<file path="config.mk">
export PLATFORM = sky130hd
export DESIGN_NAME = reg_trace_monitor
export DESIGN_NICKNAME = d
export VERILOG_FILES = /design/src/rtl/reg_trace_pkg.sv /design/src/rtl/trace_fifo.sv /design/src/rtl/reg_trace_monitor.sv
export SDC_FILE = /design/constraint.sdc
export NUM_CORES = 1
export LEC_CHECK = 0
export BUFFER_PORTS_ARGS = -buffer_cell sky130_fd_sc_hd__buf_2
export CAP_MARGIN = 20
export CORE_ASPECT_RATIO = 1.5
export CORE_MARGIN = 10
export CORE_UTILIZATION = 56
export CTS_CLUSTER_DIAMETER = 80
export DETAILED_ROUTE_END_ITERATION = 7
export PLACE_DENSITY_LB_ADDON = 0.15
export SLEW_MARGIN = 0
export SYNTH_ARGS = -nofsm -noshare
export SYNTH_HDL_FRONTEND = slang
export SYNTH_HIERARCHICAL = 1
export SYNTH_SLANG_ARGS = --single-unit
</file>
<file path="constraint.sdc">
create_clock -name clk -period 4.8 [get_ports clk]
set_input_delay 0.24 -clock clk [delete_from_list [all_inputs] [get_ports clk]]
set_output_delay 0.24 -clock clk [all_outputs]
set_load 0.02 [all_outputs]
</file>
<file path="src/rtl/reg_trace_pkg.sv">
// rtl/reg_trace_pkg.sv - shared types for the register trace monitor (REG_TRACE_TIMESTAMP_EN adds ts)
package reg_trace_pkg;

    localparam int NUM_SRC          = 3;
    localparam int TRACE_DATA_WIDTH = 32;
    localparam int TS_WIDTH         = 32;

    typedef enum logic [1:0] {
        SRC_A0 = 2'd0,
        SRC_A1 = 2'd1,
        SRC_T1 = 2'd2
    } trace_src_e;

    // Entry at the default data width; the top rebuilds the same layout at DATA_WIDTH.
    typedef struct packed {
        trace_src_e                  src;
        logic [TRACE_DATA_WIDTH-1:0] data;
`ifdef REG_TRACE_TIMESTAMP_EN
        logic [TS_WIDTH-1:0]         ts;
`endif
    } trace_entry_t;

    // Round-robin successor in the fixed order a0 -> a1 -> t1 -> a0.
    function automatic trace_src_e next_src(trace_src_e s);
        case (s)
            SRC_A0:  return SRC_A1;
            SRC_A1:  return SRC_T1;
            default: return SRC_A0;
        endcase
    endfunction

endpackage

</file>
<file path="src/rtl/trace_fifo.sv">
// rtl/trace_fifo.sv - first-word-fall-through FIFO for trace entries
module trace_fifo #(
    parameter int  DEPTH   = 16,
    parameter type entry_t = reg_trace_pkg::trace_entry_t
) (
    input  logic                     clk,
    input  logic                     rst,
    input  logic                     push_i,
    input  entry_t                   push_data_i,
    output logic                     full_o,
    input  logic                     pop_i,
    output logic                     empty_o,
    output entry_t                   head_o,
    output logic [$clog2(DEPTH):0]   level_o
);

    localparam int AW = $clog2(DEPTH);
    localparam logic [AW:0] FULL_CNT = (AW+1)'(DEPTH);

    entry_t          mem_q [DEPTH];
    logic [AW-1:0]   wr_ptr_q, wr_ptr_d;
    logic [AW-1:0]   rd_ptr_q, rd_ptr_d;
    logic [AW:0]     count_q, count_d;
    logic            do_push;
    logic            do_pop;

    assign empty_o = (count_q == '0);
    assign full_o  = (count_q == FULL_CNT);
    assign do_pop  = pop_i && !empty_o;
    // A full FIFO still accepts a push when the head leaves on the same edge.
    assign do_push = push_i && (!full_o || do_pop);
    assign head_o  = mem_q[rd_ptr_q];
    assign level_o = count_q;

    // Next-state pointers and occupancy; pointers wrap naturally at power-of-two DEPTH.
    always_comb begin
        wr_ptr_d = wr_ptr_q;
        rd_ptr_d = rd_ptr_q;
        count_d  = count_q;
        if (do_push) wr_ptr_d = wr_ptr_q + 1'b1;
        if (do_pop)  rd_ptr_d = rd_ptr_q + 1'b1;
        case ({do_push, do_pop})
            2'b10:   count_d = count_q + 1'b1;
            2'b01:   count_d = count_q - 1'b1;
            default: count_d = count_q;
        endcase
    end

    // Pointer and occupancy registers; reset empties the queue at once.
    always_ff @(posedge clk or posedge rst) begin
        if (rst) begin
            wr_ptr_q <= '0;
            rd_ptr_q <= '0;
            count_q  <= '0;
        end else begin
            wr_ptr_q <= wr_ptr_d;
            rd_ptr_q <= rd_ptr_d;
            count_q  <= count_d;
        end
    end

    // Entry storage; contents are don't-care while empty, so it carries no reset.
    always_ff @(posedge clk) begin
        if (do_push) mem_q[wr_ptr_q] <= push_data_i;
    end

endmodule

</file>
<file path="src/rtl/reg_trace_monitor.sv">
// rtl/reg_trace_monitor.sv - logs a0/a1/t1 value changes into a FWFT stream (REG_TRACE_TIMESTAMP_EN adds ts_o)
module reg_trace_monitor
    import reg_trace_pkg::*;
#(
    parameter int DEPTH      = 16,
    parameter int DATA_WIDTH = 32,
    parameter int CNT_WIDTH  = 16
) (
    input  logic                      clk,
    input  logic                      rst,
    input  logic [DATA_WIDTH-1:0]     a0_i,
    input  logic [DATA_WIDTH-1:0]     a1_i,
    input  logic [DATA_WIDTH-1:0]     t1_i,
    output logic                      out_valid_o,
    input  logic                      out_ready_i,
    output logic [1:0]                out_src_o,
    output logic [DATA_WIDTH-1:0]     out_data_o,
    output logic [$clog2(DEPTH):0]    level_o,
    output logic [CNT_WIDTH-1:0]      coalesced_o
`ifdef REG_TRACE_TIMESTAMP_EN
    ,
    output logic [TS_WIDTH-1:0]       ts_o
`endif
);

    // Same layout as trace_entry_t, sized by this instance's DATA_WIDTH.
    typedef struct packed {
        trace_src_e              src;
        logic [DATA_WIDTH-1:0]   data;
`ifdef REG_TRACE_TIMESTAMP_EN
        logic [TS_WIDTH-1:0]     ts;
`endif
    } entry_t;

    logic [DATA_WIDTH-1:0]   tap        [NUM_SRC];
    logic [DATA_WIDTH-1:0]   prev_q     [NUM_SRC];
    logic [DATA_WIDTH-1:0]   prev_d     [NUM_SRC];
    logic [DATA_WIDTH-1:0]   pend_val_q [NUM_SRC];
    logic [DATA_WIDTH-1:0]   pend_val_d [NUM_SRC];
    logic [NUM_SRC-1:0]      pend_q, pend_d;
    trace_src_e              rr_q, rr_d;
    logic [CNT_WIDTH-1:0]    coal_q, coal_d;

    trace_src_e              grant_idx;
    trace_src_e              search_idx;
    logic                    grant_vld;
    logic [1:0]              ovw_cnt;
    logic [CNT_WIDTH:0]      coal_sum;

    logic                    fifo_full;
    logic                    fifo_empty;
    logic                    fifo_pop;
    logic                    can_grant;
    entry_t                  push_entry;
    entry_t                  head;

`ifdef REG_TRACE_TIMESTAMP_EN
    logic [TS_WIDTH-1:0]     ts_cnt_q;
    logic [TS_WIDTH-1:0]     pend_ts_q [NUM_SRC];
    logic [TS_WIDTH-1:0]     pend_ts_d [NUM_SRC];
`endif

    assign tap[SRC_A0] = a0_i;
    assign tap[SRC_A1] = a1_i;
    assign tap[SRC_T1] = t1_i;

    assign fifo_pop  = out_valid_o && out_ready_i;
    assign can_grant = !fifo_full || fifo_pop;

    // Round-robin search from the pointer; one grant per edge, only when there is room.
    always_comb begin
        grant_vld  = 1'b0;
        grant_idx  = rr_q;
        search_idx = rr_q;
        rr_d       = rr_q;
        for (int k = 0; k < NUM_SRC; k++) begin
            if (!grant_vld && can_grant && pend_q[search_idx]) begin
                grant_vld = 1'b1;
                grant_idx = search_idx;
            end
            search_idx = next_src(search_idx);
        end
        if (grant_vld) rr_d = next_src(grant_idx);
    end

    // Change detection and pending update; a granted source that changes again stays pending without coalescing.
    always_comb begin
        pend_d  = pend_q;
        ovw_cnt = 2'd0;
        for (int s = 0; s < NUM_SRC; s++) begin
            prev_d[s]     = prev_q[s];
            pend_val_d[s] = pend_val_q[s];
`ifdef REG_TRACE_TIMESTAMP_EN
            pend_ts_d[s]  = pend_ts_q[s];
`endif
            if (grant_vld && (grant_idx == trace_src_e'(s))) pend_d[s] = 1'b0;
            if (tap[s] != prev_q[s]) begin
                prev_d[s]     = tap[s];
                pend_val_d[s] = tap[s];
`ifdef REG_TRACE_TIMESTAMP_EN
                pend_ts_d[s]  = ts_cnt_q;
`endif
                if (pend_q[s] && !(grant_vld && (grant_idx == trace_src_e'(s))))
                    ovw_cnt = ovw_cnt + 2'd1;
                pend_d[s] = 1'b1;
            end
        end
        coal_sum = {1'b0, coal_q} + (CNT_WIDTH+1)'(ovw_cnt);
        coal_d   = coal_sum[CNT_WIDTH] ? {CNT_WIDTH{1'b1}} : coal_sum[CNT_WIDTH-1:0];
    end

    // Entry presented to the FIFO for the granted source.
    always_comb begin
        push_entry      = '0;
        push_entry.src  = grant_idx;
        push_entry.data = pend_val_q[grant_idx];
`ifdef REG_TRACE_TIMESTAMP_EN
        push_entry.ts   = pend_ts_q[grant_idx];
`endif
    end

    // Tracking state: last seen values, pending slots, arbiter pointer and overwrite counter.
    always_ff @(posedge clk or posedge rst) begin
        if (rst) begin
            for (int s = 0; s < NUM_SRC; s++) begin
                prev_q[s]     <= '0;
                pend_val_q[s] <= '0;
            end
            pend_q <= '0;
            rr_q   <= SRC_A0;
            coal_q <= '0;
        end else begin
            for (int s = 0; s < NUM_SRC; s++) begin
                prev_q[s]     <= prev_d[s];
                pend_val_q[s] <= pend_val_d[s];
            end
            pend_q <= pend_d;
            rr_q   <= rr_d;
            coal_q <= coal_d;
        end
    end

`ifdef REG_TRACE_TIMESTAMP_EN
    // Free-running cycle counter and the per-source capture of it.
    always_ff @(posedge clk or posedge rst) begin
        if (rst) begin
            ts_cnt_q <= '0;
            for (int s = 0; s < NUM_SRC; s++) pend_ts_q[s] <= '0;
        end else begin
            ts_cnt_q <= ts_cnt_q + 1'b1;
            for (int s = 0; s < NUM_SRC; s++) pend_ts_q[s] <= pend_ts_d[s];
        end
    end
`endif

    trace_fifo #(
        .DEPTH   (DEPTH),
        .entry_t (entry_t)
    ) u_fifo (
        .clk         (clk),
        .rst         (rst),
        .push_i      (grant_vld),
        .push_data_i (push_entry),
        .full_o      (fifo_full),
        .pop_i       (fifo_pop),
        .empty_o     (fifo_empty),
        .head_o      (head),
        .level_o     (level_o)
    );

    // Head fields are forced to zero when empty so stale storage never shows.
    assign out_valid_o = !fifo_empty;
    assign out_src_o   = out_valid_o ? head.src  : 2'd0;
    assign out_data_o  = out_valid_o ? head.data : '0;
    assign coalesced_o = coal_q;
`ifdef REG_TRACE_TIMESTAMP_EN
    assign ts_o        = out_valid_o ? head.ts   : '0;
`endif

endmodule

</file>
# ---- Yosys cells after proc, flatten, opt, wreduce, memory -nomap -nowiden
# Memory sizes are Yosys's and may differ from the RTL's.
# Index checks and enable logic that the tools add are counted.
dict set report op_classes {
  addsub 7
  order_cmp 4
  eq_ne 10
  mux 35
  bitwise_logic 1
  reduce_logical 31
}
# op count
set op_table {}
lappend op_table {{$mux 32} 3}
lappend op_table {{$ne 32x32->1} 3}
lappend op_table {{$bmux 32 s2} 1}
lappend op_table {{$add 16x2->17} 1}
lappend op_table {{$mux 1} 16}
lappend op_table {{$mux 16} 1}
lappend op_table {{$logic_and 1x1->1} 14}
lappend op_table {{$mux 2} 7}
lappend op_table {{$pmux 2 s2} 3}
lappend op_table {{$pmux 5 s2} 1}
lappend op_table {{$lt 2x3->1 const B} 3}
lappend op_table {{$add 4x1->4 const B} 2}
lappend op_table {{$eq 2x1->1 const B} 4}
lappend op_table {{$reduce_bool 2->1} 4}
lappend op_table {{$logic_not 1->1} 7}
lappend op_table {{$bmux 1 s2} 3}
lappend op_table {{$logic_not 2->1} 3}
lappend op_table {{$add 5x1->5 const B} 1}
lappend op_table {{$eq 5x5->1 const B} 1}
lappend op_table {{$logic_not 5->1} 1}
lappend op_table {{$sub 5x1->5 const B} 1}
lappend op_table {{$add 2x1->2 const B} 2}
lappend op_table {{$eq 2x2->1 const B} 2}
lappend op_table {{$ge 3x3->1 const B} 1}
lappend op_table {{other kinds (2)} 3}
dict set report word_totals {
  ff_bits 130
  ramBits 544
  in_bits 99
  out_inout_bits 56
  elab_cells 100
  mem_count 1
}
# name depth word_bits rd rd_ports_with_merged_regs wr line
set mem_list {}
lappend mem_list {u_fifo.mem_q 16 34 1 0 1 trace_fifo.sv:20} ;# entry_t mem_q [DEPTH];

# ---- Longest topological paths before layout
dict set report depth {
  ltp_word 28
  depth_mapped 21
  depth_no_buf 20
}

# ---- By module
# Netlist, hierarchy kept.
# mod instances cells_each area_each_um2 seq_area_each_um2
set by_module_without_submodules {}
lappend by_module_without_submodules {trace_fifo 1 929 21271.7 16661.0}
lappend by_module_without_submodules {reg_trace_monitor 1 563 5916.9 2927.8}

# ---- Worst setup path after synthesis
# Ideal clock, no wire load.
dict set report synth_path {
  kind {register to register}
  start {register u_fifo.count_q[0], in the netlist u_fifo/level_o[0]}
  end {register coal_q[11], in the netlist coalesced_o[11]}
  setup_time_ps 83
  t_arrival_ps 4454
  required_time_ps 4717
  slack_ps 264
  stages_incl_launch_ff 22
  n_path_buf 1
  synth_period_minus_slack_ps 4536
  path_cell_list {dfrtp_1 -> nor4_4 -> nand2b_1 -> inv_1 -> nor2b_2 -> nand2b_4 -> a32oi_2 -> a2bb2oi_4 -> inv_2 -> a21oi_1 -> ha_1 -> inv_1 -> a311o_1 -> xor2_1 -> o32ai_1 -> fa_1 -> nand3_1 -> nor3_1 -> and3_1 -> nand3_1 -> buf_2 -> o21ai_0}
}
dict set report synth_via {
  elab_chain_len 28
  elab_cells_between_ends 40
  cone_classes {add/sub (3); eq/ne (3); mux (12); reduce/logical (22)}
}
# element line
set synth_rtl {}
lappend synth_rtl {{start, declared} trace_fifo.sv:23} ;# logic [AW:0] count_q, count_d;
lappend synth_rtl {{start signal, assigned} trace_fifo.sv:58} ;# count_q <= count_d;
lappend synth_rtl {{$logic_not 5->1 (*)} trace_fifo.sv:27} ;# assign empty_o = (count_q == '0);
lappend synth_rtl {{net fifo_empty} reg_trace_monitor.sv:51} ;# logic fifo_empty;
lappend synth_rtl {{$logic_not 1->1 (*)} reg_trace_monitor.sv:172} ;# assign out_valid_o = !fifo_empty;
lappend synth_rtl {{$logic_and 1x1->1 (*)} reg_trace_monitor.sv:67} ;# assign fifo_pop = out_valid_o && out_ready_i;
lappend synth_rtl {{net fifo_pop} reg_trace_monitor.sv:52} ;# logic fifo_pop;
lappend synth_rtl {{$logic_or 1x1->1 (*)} reg_trace_monitor.sv:68} ;# assign can_grant = !fifo_full || fifo_pop;
lappend synth_rtl {{$logic_and 1x1->1} reg_trace_monitor.sv:77} ;# if (!grant_vld && can_grant && pend_q[search_idx]) begin
lappend synth_rtl {{$mux 1} reg_trace_monitor.sv:77}
lappend synth_rtl {{(+15 left out)} --}
lappend synth_rtl {{$mux 2} reg_trace_monitor.sv:103} ;# if (pend_q[s] && !(grant_vld && (grant_idx == trace_src_e'(s))))
lappend synth_rtl {{$mux 2} reg_trace_monitor.sv:97} ;# if (tap[s] != prev_q[s]) begin
lappend synth_rtl {{$add 2x1->2} reg_trace_monitor.sv:104} ;# ovw_cnt = ovw_cnt + 2'd1;
lappend synth_rtl {{$mux 2} reg_trace_monitor.sv:103}
lappend synth_rtl {{$mux 2 (*)} reg_trace_monitor.sv:97}
lappend synth_rtl {{$add 16x2->17 (*)} reg_trace_monitor.sv:108} ;# coal_sum = {1'b0, coal_q} + (CNT_WIDTH+1)'(ovw_cnt);
lappend synth_rtl {{$mux 16 (*)} reg_trace_monitor.sv:109} ;# coal_d = coal_sum[CNT_WIDTH] ? {CNT_WIDTH{1'b1}} : coal_sum[CNT_WIDTH-1:0];
lappend synth_rtl {{net coal_d[11]} reg_trace_monitor.sv:42} ;# logic [CNT_WIDTH-1:0] coal_q, coal_d;
lappend synth_rtl {{end signal, assigned} reg_trace_monitor.sv:139} ;# coal_q <= coal_d;
lappend synth_rtl {{end, declared} reg_trace_monitor.sv:42}
# The timed path passes the listed nets; every way through them passes the cells marked *.
# A chain may end at the register's enable or synchronous reset.

==> qor.csv <==
stage,metric,value,unit
status,status,finished clean,
finish,area_delta_synth_final,16.1,%
drt,drt-pass1-iter-count,5,
setup_path,critPathRequiredTime,5.30,ns
cts,path_clk_slew,0.06,ns
cts,numClockSinks,674,
setup_path,crit_slowest_cell,nor4_1,
setup_path,r2r_start,pend_val_q[94],
drt,antenna_left,0,
grt,grt_use_total,22.6,%
synth,synth_area,27200,sq um
finish,multi_input_area,6890,sq um
finish,n_antenna_cell,0,
drt,wl_per_cell,27.2,um
sta,final-max-slew-violation-count,0,
setup_path,end_kind,flip-flop,
cts,cts_root_buf,clkbuf_16,
sta,setup_tns,0,ns
synth,syn-instance-count,1492,
finish,final_common_cell,edfxtp_1,
finish,filler_cell_count,3205,
placement,dp_hpwl,39200,um
sta,hold_viol_final,0,
cts,insertion_delay,0.60,ns
sta,finClkSkew,0.0230,ns
sta,max_slew_margin,27.6,%
grt,first_global_vias,15400,
synth,synth_edf_count,544,
sta,timing.final.crit_period,4.32,ns
die,boundaryPins,155,
synth,ys_types,55,
die,core_area,47800,sq um
synth,yosysSeqAreaShare,72.0,%
placement,place.gp.congestion,0.850,
run,maxCapViolCount,0,
finish,final_cell_mix,"edfxtp_1, buf_2, mux4_2",
sta,worst_slew_pin_slew,1.09,ns
finish,final_layout_size_suffix_gt1_share,27.5,%
placement,port_buffers,154,
sta,hold-worst-slack,0.118,ns
grt,grt_overflow,0,
sta,finalCritPeriodShare,90.0,%
sta,setup_violations,0,
sta,rsz0062_at_grt,false,
synth,yosysWarningCount,6,
die,row_count,98,
sta,max_freq,231,MHz
synth,synth_top_flop_cell,edfxtp_1,
synth,async_flop_share,19.3,%
finish,nets,1826,
setup_path,critPathLaunchType,flip-flop,
cts,cts_tree,done,
drt,drt_wl_total,64200,um
synth,syn_nets,1604,
setup_path,path_class,flip-flop to flip-flop,
drt,vias,14200,
die,die-area,57900,sq um
die,die_w,200,um
die,die_h,290,um
grt,grt_first_pass_wirelength,96800,um
finish,ff_latch_area,19600,sq um
power_and_ir_drop,p_per_area,667,nW/um^2
grt,antenna_found_initial,0,
setup_path,rr_worst_depth,16,
drt,drc,0,
setup_path,path_cells,xnor2_1 -> nand4_1 -> nor4_1 -> buf_4 -> a21oi_1 -> ha_1 -> inv_1 -> a311o_1 -> xor2_1 -> o32ai_1 -> fa_2 -> nand3_1 -> nor3_4 -> and3_1 -> nand3_4 -> o21ai_0,
drt,avgViaCountPerCell,6.01,
cts,cts.htree.levels,2,
synth,ys_ff_latch,674,
hold_path,hp-class,input pin to async pin,
power_and_ir_drop,peakVddDrop,0.577,mV
synth,avgSynthCellArea,18.2,sq um
cts,cts_buffers,58,
die,initial_utilization,56.9,%
drt,drt-initial-drc-count,1146,
cts,clock_path_buffers,3,
setup_path,crit_fanout,13,
setup_path,reg2reg_slack,0.48,ns
setup_path,critPathArrivalTime,4.82,ns
power_and_ir_drop,leakagePower,11.3,nW
grt,grt_max_degree,84,
setup_path,max_stage_delay,0.56,ns
setup_path,regToRegEndpoint,coalesced_o[11],
-- cell usage after synthesis (all sizes together), types with 6 or more instances --
| cell | n | area (sq um) |
|---|---|---|
| mux2i | 36 | 360 |
| buf | 32 | 245 |
| dfrtp | 130 | 3250 |
| nor4 | 13 | 96.3 |
| xor2 | 40 | 350 |
| nor2 | 16 | 60.1 |
| nand4 | 20 | 125 |
| xnor2 | 76 | 666 |
| o2bb2ai | 33 | 289 |
| clkbuf | 127 | 477 |
| and3 | 19 | 119 |
| mux4 | 136 | 3060 |
| nand2b | 12 | 82.6 |
| and2 | 6 | 37.5 |
| inv | 17 | 63.8 |
| edfxtp | 544 | 16300 |
| nand3 | 13 | 65.1 |
| a21oi | 8 | 40.0 |
| nand2 | 57 | 214 |
| nor2b | 39 | 246 |
| ha | 11 | 138 |
| a22oi | 68 | 510 |
| o21ai | 7 | 38.8 |
-- cells by family (layout without fill, tap and decap cells) --
group | after synthesis | in the layout | synth area share, %
fa+ha+maj | 13 | 13 | 0.653
xor+xnor | 116 | 116 | 3.74
mux | 175 | 175 | 12.7
compound gates | 137 | 137 | 3.97
simple gates | 201 | 201 | 3.99
buf+inv | 176 | 447 | 2.89
flops | 674 | 674 | 72.0
-- per-layer routing --
layer,track usage (%),vias to the layer above,wire [um]
met5,0,-,0
met4,6.30,0,1600
met3,3.16,93,3600
met2,41.1,500,35500
met1,27.2,7416,23600
li1,-,6203,-
-- stage by stage --
stage	power [W]	worst slack, ns	cells	utilization (%)	cell area [sq um]
after detailed placement	0.0164	0.0625	2133	59.5	28400
final	0.0211	0.480	2363	66.0	31600
after floorplan	0.0138	0.264	1492	-	27200
after global routing	0.0221	0.0985	2363	66.0	31600
after global placement	0.0161	0.228	2131	59.4	28400
after CTS	0.0211	0.0508	2339	65.5	31300
-- flip-flops by register name, summed over array words and instances (netlist names) --
| signal | flops |
|---|---|
| u_fifo/mem_q | 544 |
| rr_q | 2 |
| coalesced_o | 16 |
| pend_val_q | 96 |
| u_fifo/level_o | 5 |
| u_fifo/rd_ptr_q | 4 |
| pend_q | 3 |
| u_fifo/wr_ptr_q | 4 |
-- critical path: cells and delay by family, from the launching register on --
kind	cells	cell delay (ns)
buffers and inverters	2	0.25
flip-flops	1	0.38
AND/OR/NAND/NOR	6	1.63
adder cells (fa/ha/maj)	2	0.65
AO/OA/AOI/OAI	4	0.73
XOR/XNOR	2	0.58
-- final cells by class --
cell class                 instances  share of cell area, %
sequential                       674                   62.1
multi-input combinational        642                   21.8
timing repair buffer             321                   7.47
clock buffer                      75                   4.96
tap                              600                   2.38
clock inverter                    34                   1.09
inverter                          17                  0.210
-- power by group --
group          leakage (nW)  switching [W]  internal (W)
combinational          3.88        0.00449       0.00296
clock                 0.935        0.00199       0.00268
sequential             6.49       0.000537       0.00839
total                  11.3        0.00702        0.0140
-- worst max path at each step --
stage / start / end / slack [ns] / cells past startpoint
5_1_grt: u_fifo/level_o[2] / coalesced_o[11] / 0.1 / 19
6_report: pend_val_q[94] / coalesced_o[11] / 0.48 / 16
4_1_cts: u_fifo/level_o[0] / coalesced_o[0] / 0.05 / 20
2_1_floorplan: u_fifo/level_o[0] / coalesced_o[11] / 0.26 / 21
3_5_place_dp: u_fifo/level_o[0] / coalesced_o[11] / 0.06 / 20
3_3_place_gp: pend_val_q[94] / coalesced_o[11] / 0.23 / 16
-- what timing repair did --
item,CTS,global route
setup endpoints to repair,0,14
gates resized for setup,0,5
setup buffers,0,2
hold endpoints to repair,191,0
hold buffers,97,0
No activity file was read; power rests on OpenSTA's default activity.
